### config.mk
export PLATFORM = sky130hd
export DESIGN_NAME = memory_control
export DESIGN_NICKNAME = d
export VERILOG_FILES = /design/src/rtl/cpu_types_pkg.sv /design/src/rtl/memory_control.sv
export SDC_FILE = /design/constraint.sdc
export NUM_CORES = 1
export LEC_CHECK = 0
export CORE_AREA = 5 5 100 102
export CTS_CLUSTER_DIAMETER = 60
export DETAILED_ROUTE_END_ITERATION = 16
export DIE_AREA = 0 0 105 107
export GPL_TIMING_DRIVEN = 0
export PLACE_DENSITY = 0.69
export SLEW_MARGIN = 20
export SYNTH_ARGS = -nofsm -noshare
export SYNTH_HDL_FRONTEND = slang
export SYNTH_SLANG_ARGS = --single-unit
### constraint.sdc
create_clock -name CLK -period 1.9 [get_ports CLK]
set_clock_uncertainty 0.15 [all_clocks]
set_input_delay 0.38 -clock CLK [delete_from_list [all_inputs] [get_ports CLK]]
set_output_delay 0.38 -clock CLK [all_outputs]
set_load 0.01 [all_outputs]
### src/rtl/cpu_types_pkg.sv
// Shared CPU-side types: machine word and the RAM model's handshake state.
package cpu_types_pkg;

  localparam int WORD_W = 32;

  typedef logic [WORD_W-1:0] word_t;

  typedef enum logic [1:0] {
    FREE   = 2'd0,
    BUSY   = 2'd1,
    ACCESS = 2'd2,
    ERROR  = 2'd3
  } ramstate_t;

endpackage

### src/rtl/memory_control.sv
// Memory-side responder: arbitrates instruction/data requests onto the single-ported RAM
// and returns iwait/dwait handshakes; data wins until a burst cap forces one instruction grant.
module memory_control
  import cpu_types_pkg::*;
#(
  parameter int DBURST_MAX = 4
) (
  input  logic      CLK,
  input  logic      nRST,
  input  logic      iREN,
  input  logic      dREN,
  input  logic      dWEN,
  input  word_t     iaddr,
  input  word_t     daddr,
  input  word_t     dstore,
  output logic      iwait,
  output logic      dwait,
  output word_t     iload,
  output word_t     dload,
  output logic      ramREN,
  output logic      ramWEN,
  output word_t     ramaddr,
  output word_t     ramstore,
  input  word_t     ramload,
  input  ramstate_t ramstate
);

  typedef enum logic [1:0] {
    IDLE,
    DGRANT,
    IGRANT
  } state_t;

  // dcount is only 3 bits wide, so an oversized cap saturates at 7.
  localparam logic [2:0] DBURST_LIM = (DBURST_MAX > 7) ? 3'd7 : 3'(DBURST_MAX);

  state_t     state_q, state_d;
  logic [2:0] dcount_q, dcount_d;
  logic       dreq;
  logic       dburst_ok;
  logic       ram_access;

  assign dreq       = dREN | dWEN;
  assign dburst_ok  = dcount_q < DBURST_LIM;
  assign ram_access = (ramstate == ACCESS);

  assign iload = ramload;
  assign dload = ramload;

  always_ff @(posedge CLK or negedge nRST) begin
    if (!nRST) begin
      state_q  <= IDLE;
      dcount_q <= '0;
    end else begin
      state_q  <= state_d;
      dcount_q <= dcount_d;
    end
  end

  always_comb begin
    state_d  = state_q;
    dcount_d = dcount_q;
    iwait    = 1'b1;
    dwait    = 1'b1;
    ramREN   = 1'b0;
    ramWEN   = 1'b0;
    ramaddr  = '0;
    ramstore = '0;

    case (state_q)
      IDLE: begin
        if (!iREN) begin
          dcount_d = '0;
        end
        if (dreq && (!iREN || dburst_ok)) begin
          state_d = DGRANT;
        end else if (iREN) begin
          state_d  = IGRANT;
          dcount_d = '0;
        end
      end

      DGRANT: begin
        ramaddr  = daddr;
        ramstore = dstore;
        ramWEN   = dWEN;
        ramREN   = dREN & ~dWEN;
        // BUSY/ERROR/FREE simply hold the grant; only a completed access counts toward the burst.
        if (!dreq) begin
          state_d = IDLE;
        end else if (ram_access) begin
          dwait   = 1'b0;
          state_d = IDLE;
          if (iREN && dburst_ok) begin
            dcount_d = dcount_q + 3'd1;
          end
        end
      end

      IGRANT: begin
        ramaddr = iaddr;
        ramREN  = iREN;
        if (!iREN) begin
          state_d = IDLE;
        end else if (ram_access) begin
          iwait   = 1'b0;
          state_d = IDLE;
        end
      end

      default: begin
        state_d = IDLE;
      end
    endcase
  end

endmodule

==> flow_summary.rst, run 1 <==
.. list-table::
   :header-rows: 1

   * - Metric
     - Value
   * - Outcome
     - finished with violations
   * - Failing checks
     - negative setup slack
   * - Minimum setup slack in the final design
     - -0.213 ns
   * - Flip-flop and latch count after synthesis
     - 5
   * - Net switching fraction of the power
     - 0.379
   * - Net switching component of the power
     - 0.00162 W
   * - Worst setup slack before clock tree synthesis
     - -0.791 ns
   * - Flip-flop cell with the highest count after synthesis
     - sky130_fd_sc_hd__dfrtp_1
   * - Aggregate global-route resource usage
     - 0.159
   * - Leak Pwr
     - 2.05 nW
   * - Antenna violations before repair
     - 0
   * - CTS Root Cell
     - sky130_fd_sc_hd__clkbuf_8
   * - GPL Wtd Cong
     - around 0.76
   * - Global routing usage on met2
     - 0.313
   * - Cts hold-fix bufs
     - 0
   * - Minimum clock period
     - between 2 and 2.5 ns
   * - Max FO, Critical Path
     - 9
   * - Number of vias in the routed layout
     - roughly 2.5k
   * - CP Data Required Time
     - between 1 and 1.5 ns
   * - Worst-skew pair later-pin latency
     - approximately 0.23 ns
   * - Worst-Margin Slew
     - around 0.36 ns
   * - Post-synth cell types
     - 27
   * - Die H
     - 107 um
   * - Final hold slack
     - 0.229 ns
   * - Maxcap violations
     - 0
   * - Filler Cell Count
     - about 850
   * - TritonCTS buffer count
     - 3
   * - HPWL after detailed placement
     - a little over 8000 um
   * - Cell Rows
     - 35
   * - Routed Antenna Nets
     - 0
   * - DIE AREA
     - roughly 11000 um^2
   * - Kind of capture point of the worst setup path
     - output pin
   * - Wire length of the first global-routing pass
     - about 15000 um
   * - RSZ-0062 raised after global routing
     - true
   * - Worst R2R Start
     - state_q[1]
   * - Clk sinks
     - 5
   * - Power, Total
     - 0.00426 W
   * - Max-slew violation count
     - 0
   * - Core Box Area
     - 9020 um^2
   * - Power share of the clock group
     - 0.047
   * - Hold violation total from the final report
     - 0
   * - Reg-to-reg slack, setup
     - between 0.1 and 0.15 ns
   * - Maximum vdd ir drop
     - 0.000376 V
   * - Synth Warn #
     - 0
   * - Wire length per cell after detailed routing
     - between 15 and 20 um
   * - Highest clock frequency the design can meet
     - around 470 MHz
   * - WP data arrival
     - between 1.5 and 2 ns
   * - Sum of overflow across all layers after global routing
     - 0
   * - Port Buffer Count
     - between 200 and 250
   * - Chip Width
     - ~110 um
   * - Clock transition at path regs
     - around 0.040 ns
   * - DR vias/cell
     - about 4.2
   * - I/O Pins
     - 267
   * - Logic gate share of total power
     - 0.913
   * - CP Class
     - flip-flop to output pin
   * - Internal portion of total power
     - around 0.0026 W
   * - Fraction of synthesized cell area taken by the top area cell type
     - 0.301
   * - Slowest stage cell on the critical path
     - sky130_fd_sc_hd__dfrtp_1
   * - Area growth from synthesis to layout
     - 193%
   * - Cell type contributing the most total cell area after synthesis
     - sky130_fd_sc_hd__buf_4
   * - Number of remaining DRC errors
     - 0
   * - Slew HR
     - 0.759
   * - Post-synthesis async set-or-reset flop share
     - 1.00
   * - Synth Area per Inst
     - about 7.2 um^2
   * - Setup TNS
     - -10.46 ns
   * - Part of the total power dissipated in sequential elements
     - 0.039
   * - Met3 layer usage reported by global route
     - 0.0494
   * - Gate count of the mapped netlist
     - about 220
   * - CP startpoint kind
     - flip-flop
   * - Buffer levels on the longest clock path
     - 2
   * - Busiest layer in global routing
     - met2
   * - Iteration count of the initial detailed-routing pass
     - 4
   * - Final number of setup-violating endpoints
     - about 70
   * - Slowest stage delay, CP
     - just under 0.4 ns
   * - Share of the clock period used by the worst path
     - 1.11
   * - Detailed router's first-iteration violation count
     - between 60 and 70
   * - Sequential area share after synthesis
     - 0.0783
   * - Class of the tightest hold or removal check
     - input port to asynchronous set/reset pin
   * - Met1 usage
     - 0.167
   * - Synth Net Count
     - about 360
   * - Critical path cell sequence
     - buf_4 -> ha_4 -> buf_12 -> clkbuf_16 -> a22oi_1 -> nor2b_1 -> buf_2
   * - Synth Cell Area
     - 1600 um^2
   * - Areal power density over the cells
     - approximately 910 nW/um^2
   * - Share of cells above drive strength 1
     - 0.505
   * - Largest net degree at the start of global routing
     - 11
   * - Number of flops mapped to enable cells by yosys
     - 0
   * - Layout net count
     - 620
   * - Level count of the clock H-tree
     - 1
   * - Initial Util
     - 0.177
   * - Top post-synthesis cells by area
     - sky130_fd_sc_hd__buf_4 30%, sky130_fd_sc_hd__a22oi_1 16%, sky130_fd_sc_hd__and2_1 13%, sky130_fd_sc_hd__nor2b_1 13%, sky130_fd_sc_hd__dfrtp_1 7.8%
   * - Routed Wire Length
     - just under 10000 um
   * - TritonCTS clock tree
     - built
   * - Final antenna diode count
     - 0
   * - CP Launch Point
     - state_q[1]
   * - Via count of the first global-routing pass
     - 2721
[worst max-delay path: cells and delay by family, from the launching register on]
kind	cells	cell delay (ns)
AOI/OAI and AO/OA	1	0.14
and+or+nand+nor	1	0.07
DFF	1	0.39
adders and majority gates	1	0.16
buffers and inverters	4	0.59
[cells by family (layout without fill, tap and decap cells)]
kind of cell,count (synthesis),count (layout),share of synthesized area
and+or+nand+nor,83,83,0.316
buffers and inverters,82,339,0.346
AOI/OAI and AO/OA,47,47,0.220
adders and majority gates,5,5,0.0392
DFF,5,5,0.0783
[Yosys cell counts, types with 2 or more instances]
cell type	count
sky130_fd_sc_hd__nand2b_1	2
sky130_fd_sc_hd__inv_1	3
sky130_fd_sc_hd__nand2_1	5
sky130_fd_sc_hd__clkbuf_1	11
sky130_fd_sc_hd__a22o_1	2
sky130_fd_sc_hd__and2_1	34
sky130_fd_sc_hd__buf_2	4
sky130_fd_sc_hd__a22oi_1	33
sky130_fd_sc_hd__nor3_1	3
sky130_fd_sc_hd__dfrtp_1	5
sky130_fd_sc_hd__ha_1	5
sky130_fd_sc_hd__nor4_1	2
sky130_fd_sc_hd__buf_4	64
sky130_fd_sc_hd__nor2b_1	34
sky130_fd_sc_hd__o32ai_1	2
sky130_fd_sc_hd__o21a_1	2
[cell usage in the layout (no fill, tap or decap), types with 2 or more instances in the layout]
cell                              count
sky130_fd_sc_hd__clkbuf_16            4
sky130_fd_sc_hd__buf_2               36
sky130_fd_sc_hd__nand2_1              4
sky130_fd_sc_hd__a22oi_2             25
sky130_fd_sc_hd__o21a_1               2
sky130_fd_sc_hd__buf_4               74
sky130_fd_sc_hd__clkbuf_8             6
sky130_fd_sc_hd__and2_1               3
sky130_fd_sc_hd__dfrtp_1              4
sky130_fd_sc_hd__buf_6               37
sky130_fd_sc_hd__buf_8                8
sky130_fd_sc_hd__nand2b_1             2
sky130_fd_sc_hd__a22oi_1              8
sky130_fd_sc_hd__o32ai_1              2
sky130_fd_sc_hd__a22o_1               2
sky130_fd_sc_hd__ha_4                 3
sky130_fd_sc_hd__nor3_1               3
sky130_fd_sc_hd__ha_1                 2
sky130_fd_sc_hd__nor2b_1             28
sky130_fd_sc_hd__clkdlybuf4s50_1    164
sky130_fd_sc_hd__dlygate4sd2_1        2
sky130_fd_sc_hd__nor4_1               2
sky130_fd_sc_hd__nor2b_2              6
sky130_fd_sc_hd__and2_4              31
sky130_fd_sc_hd__buf_12               3
[layer usage]
metal / vias to the layer above / wire, um
li1: 1207 / -
met3: 6 / 944
met5: - / 0
met4: 0 / 46
met2: 155 / 5480
met1: 1122 / 3440
[power groups by stage]
stage,clock [W],combinational (W),sequential [W]
3_5_place_dp,0,0.00284,0.000162
4_1_cts,0.000204,0.00349,0.000167
5_1_grt,0.000216,0.00416,0.000171
3_3_place_gp,0,0.00282,0.000160
2_1_floorplan,0,0.00133,0.000153
6_report,0.000202,0.00389,0.000168
[path summary, 6_finish.rpt]
check / endpoint / cells past startpoint
setup / recovery: ramaddr[21] / 7
hold / removal: dcount_q[0] / 1
setup reg to reg: state_q[0] / 8
hold reg to reg: dcount_q[1] / 2
max in group asynchronous: state_q[0] / 1
min in group CLK: dcount_q[1] / 2
[cell type report]
cell class                      count  area [um^2]  area share
Sequential cell                     5          126      0.0270
Clock buffer                        4         45.0     0.00962
Tap cell                          111          139      0.0297
Multi-Input combinational cell    135         1200       0.256
Timing Repair Buffer              253         2420       0.516
Inverter                            3         13.8     0.00294
Buffer                             79          743       0.159
[metrics by stage]
step	std cells	util	cell area [um^2]
6_report	590	0.519	4680
5_1_grt	590	0.519	4680
4_1_cts	583	0.489	4410
3_5_place_dp	567	0.452	4080
3_3_place_gp	567	0.452	4080
2_1_floorplan	222	-	1600
[state kept, by name (all words and copies together), names as in the netlist]
| name | cells |
|---|---|
| dcount_q | 3 |
| state_q | 2 |
[repair_timing]
item                       in CTS  in global routing
resized for setup             397                 52
setup endpoints to repair      68                 68
setup buffers                   7                  6
pin swaps                       3                  3
gates cloned                    5                  1
Power figures use the tool's default switching activity.
==> run 2, diff against run 1 <==
--- a/config.mk
+++ b/config.mk
@@ -5,12 +5,16 @@
 export SDC_FILE = /design/constraint.sdc
 export NUM_CORES = 1
 export LEC_CHECK = 0
-export CORE_AREA = 5 5 100 102
+export CAP_MARGIN = 5
+export CELL_PAD_IN_SITES_DETAIL_PLACEMENT = 1
+export CELL_PAD_IN_SITES_GLOBAL_PLACEMENT = 2
+export CORE_ASPECT_RATIO = 1.75
+export CORE_MARGIN = 5
+export CORE_UTILIZATION = 10
 export CTS_CLUSTER_DIAMETER = 60
 export DETAILED_ROUTE_END_ITERATION = 16
-export DIE_AREA = 0 0 105 107
 export GPL_TIMING_DRIVEN = 0
-export PLACE_DENSITY = 0.69
+export PLACE_DENSITY_LB_ADDON = 0.1
 export SLEW_MARGIN = 20
 export SYNTH_ARGS = -nofsm -noshare
 export SYNTH_HDL_FRONTEND = slang
==> run 2 against run 1 <==
  * The run still ends with negative setup slack left
  * Utilization is 21 points lower
  * Sequential share of layout area fell by 0.078 points
  * Global-route usage decreased by 5.7 points
  * Via count grew 4.0%
  * Clock power increased by 73%
  * Combinational power rose by 3%
  * Wire length is 7.0% higher
  * Non-clock buffer count grew 11
  * Critical path depth did not move
  * Cell count grew 15%
  * Die area increased by 66%
  * Design area grew 3.0%
  * Critical path type unchanged
==> flow_summary.rst, run 2 (synthesis gave the netlist of run 1 again) <==
.. list-table::
   :header-rows: 1

   * - Metric
     - Value
   * - Routed Wire Length
     - about 11000 um
   * - Largest net degree at the start of global routing
     - 11
   * - Maxcap violations
     - 0
   * - Cts hold-fix bufs
     - 0
   * - Class of the tightest hold or removal check
     - input port to asynchronous set/reset pin
   * - Internal portion of total power
     - around 0.0028 W
   * - Regs by FF count
     - dcount_q: 3 flops, state_q: 2 flops
   * - Sum of overflow across all layers after global routing
     - 0
   * - Max FO, Critical Path
     - 6
   * - Aggregate global-route resource usage
     - 0.102
   * - Kind of capture point of the worst setup path
     - output pin
   * - Placed cells
     - about 650
   * - Max reg flops
     - 3
   * - Worst setup slack before clock tree synthesis
     - -0.918 ns
   * - Leading cell type in the layout, fill and taps excluded
     - sky130_fd_sc_hd__clkdlybuf4s50_1
   * - Most frequent cells in the layout
     - 164 x sky130_fd_sc_hd__clkdlybuf4s50_1, 78 x sky130_fd_sc_hd__buf_4, 49 x sky130_fd_sc_hd__buf_2, 31 x sky130_fd_sc_hd__a22oi_2
   * - CP Data Required Time
     - between 1 and 1.5 ns
   * - Routed Antenna Nets
     - 0
   * - TritonCTS buffer count
     - 3
   * - Highest clock frequency the design can meet
     - 472 MHz
   * - Detailed router's first-iteration violation count
     - 40
   * - Wire length of the first global-routing pass
     - between 15000 and 20000 um
   * - Iteration count of the initial detailed-routing pass
     - 6
   * - Chip Width
     - about 110 um
   * - Count of placed standard cells in the final layout, fillers left out
     - a little under 700
   * - Number of remaining DRC errors
     - 0
   * - Part of the total power dissipated in sequential elements
     - 0.037
   * - Leak Pwr
     - around 2.1 nW
   * - Via count of the first global-routing pass
     - approximately 2.9k
   * - Number of vias in the routed layout
     - 2589
   * - Net switching fraction of the power
     - 0.377
   * - Share of cells above drive strength 1
     - 0.494
   * - GPL Wtd Cong
     - 0.723
   * - Final number of setup-violating endpoints
     - between 60 and 70
   * - Layout net count
     - between 600 and 700
   * - Area growth from synthesis to layout
     - 202%
   * - Number of cells on the worst reg-to-reg path
     - 6
   * - Wire length per cell after detailed routing
     - between 15 and 20 um
   * - CP Class
     - flip-flop to output pin
   * - Core Box Area
     - between 15000 and 20000 um^2
   * - Final antenna diode count
     - 0
   * - Port Buffer Count
     - 234
   * - Setup TNS
     - -9.97 ns
   * - Share of the clock period used by the worst path
     - 1.12
   * - RSZ-0062 raised after global routing
     - true
   * - Net switching component of the power
     - ~0.0017 W
   * - Outcome
     - finished with violations
   * - Worst-Margin Slew
     - approximately 0.36 ns
   * - Buffer levels on the longest clock path
     - 2
   * - Filler Cell Count
     - approximately 1.9k
   * - Clock transition at path regs
     - about 0.03 ns
   * - Power share of the clock group
     - 0.077
   * - Failing checks
     - negative setup slack
   * - DR vias/cell
     - about 3.8
   * - WP data arrival
     - about 1.6 ns
   * - HPWL after detailed placement
     - roughly 8700 um
   * - Worst-skew pair later-pin latency
     - around 0.23 ns
   * - Logic gate share of total power
     - 0.886
   * - Clk sinks
     - 5
   * - Cell Rows
     - 61
   * - Minimum clock period
     - ~2.1 ns
   * - Antenna violations before repair
     - 0
   * - Maximum vdd ir drop
     - 0.000302 V
   * - Hold violation total from the final report
     - 0
   * - Level count of the clock H-tree
     - 1
   * - Minimum setup slack in the final design
     - -0.219 ns
   * - Max-slew violation count
     - 0
   * - CTS Root Cell
     - sky130_fd_sc_hd__clkbuf_16
   * - DIE AREA
     - 18700 um^2
   * - Areal power density over the cells
     - 940 nW/um^2
   * - I/O Pins
     - 267
   * - Register with the most flip-flops
     - dcount_q
   * - Slew HR
     - 0.760
   * - TritonCTS clock tree
     - built
   * - Initial Util
     - 0.101
   * - CP startpoint kind
     - flip-flop
   * - Fraction of the core area covered by cells at the end of the flow
     - 0.305
   * - Die H
     - ~180 um
## run 2: changes by cell type in the layout (fill, tap and decap cells not counted), sizes merged
cell,change
buf,+5
clkbuf,+6
## run 2: area by class of cell
cell class / instances / area [um^2] / area share
clock buffers: 4 / 78.8 / 0.0164
repair buffers: 265 / 2450 / 0.508
multi-input cells: 135 / 1190 / 0.247
flip-flops and latches: 5 / 126 / 0.0262
plain buffers: 78 / 727 / 0.151
inverters: 3 / 13.8 / 0.00285
well taps: 189 / 236 / 0.0491
## run 2: metrics by stage
| stage | hold slack, ns | total power (W) | instance area (um^2) |
|---|---|---|---|
| finish | 0.242 | 0.00453 | 4820 |
| CTS | 0.250 | 0.00419 | 4620 |
| detailed placement | 0.414 | 0.00310 | 4180 |
| global route | 0.258 | 0.00486 | 4820 |
| global placement | 0.390 | 0.00309 | 4180 |
| floorplan | -0.0656 | 0.00148 | 1600 |
## run 2: critical path, cell delays in order (launching register included)
cell	delay (ns)
sky130_fd_sc_hd__dfrtp_1	0.40
sky130_fd_sc_hd__buf_4	0.16
sky130_fd_sc_hd__ha_4	0.16
sky130_fd_sc_hd__buf_8	0.14
sky130_fd_sc_hd__clkbuf_8	0.16
sky130_fd_sc_hd__a22oi_1	0.14
sky130_fd_sc_hd__nor2b_1	0.07
sky130_fd_sc_hd__buf_2	0.14
## run 2: routing by layer
metal | up-vias | GRT usage | share of wire
met2 | 165 | 0.214 | 0.57
met5 | - | 0 | 0
met1 | 1184 | 0.0897 | 0.31
met4 | 0 | 0.0178 | 0.014
li1 | 1227 | - | -
met3 | 13 | 0.0413 | 0.10
## run 2: path summary, 6_finish.rpt
check	startpoint	endpoint	slack, ns
worst min register to register	dcount_q[1]	dcount_q[1]	0.41
worst max-delay path	state_q[1]	ramaddr[27]	-0.22
max in group asynchronous	nRST	state_q[0]	1.13
worst max register to register	state_q[1]	state_q[1]	0.20
min in group CLK	dcount_q[1]	dcount_q[1]	0.41
worst min-delay path	nRST	dcount_q[1]	0.24
## run 2: power groups by stage
stage,Sequential (W),Combinational (W),Clock [W]
floorplan,0.000153,0.00133,0
global placement,0.000161,0.00293,0
detailed placement,0.000162,0.00294,0
CTS,0.000164,0.00368,0.000349
global route,0.000175,0.00432,0.000362
finish,0.000170,0.00401,0.000349
## run 2: timing repair
| action | CTS | global route |
|---|---|---|
| gates cloned | 8 | 1 |
| setup buffers | 15 | 8 |
| resized for setup | 394 | 40 |
| endpoints found under the hold margin | 0 | 0 |
| pin swaps | 0 | 2 |
| setup endpoints to repair | 70 | 68 |
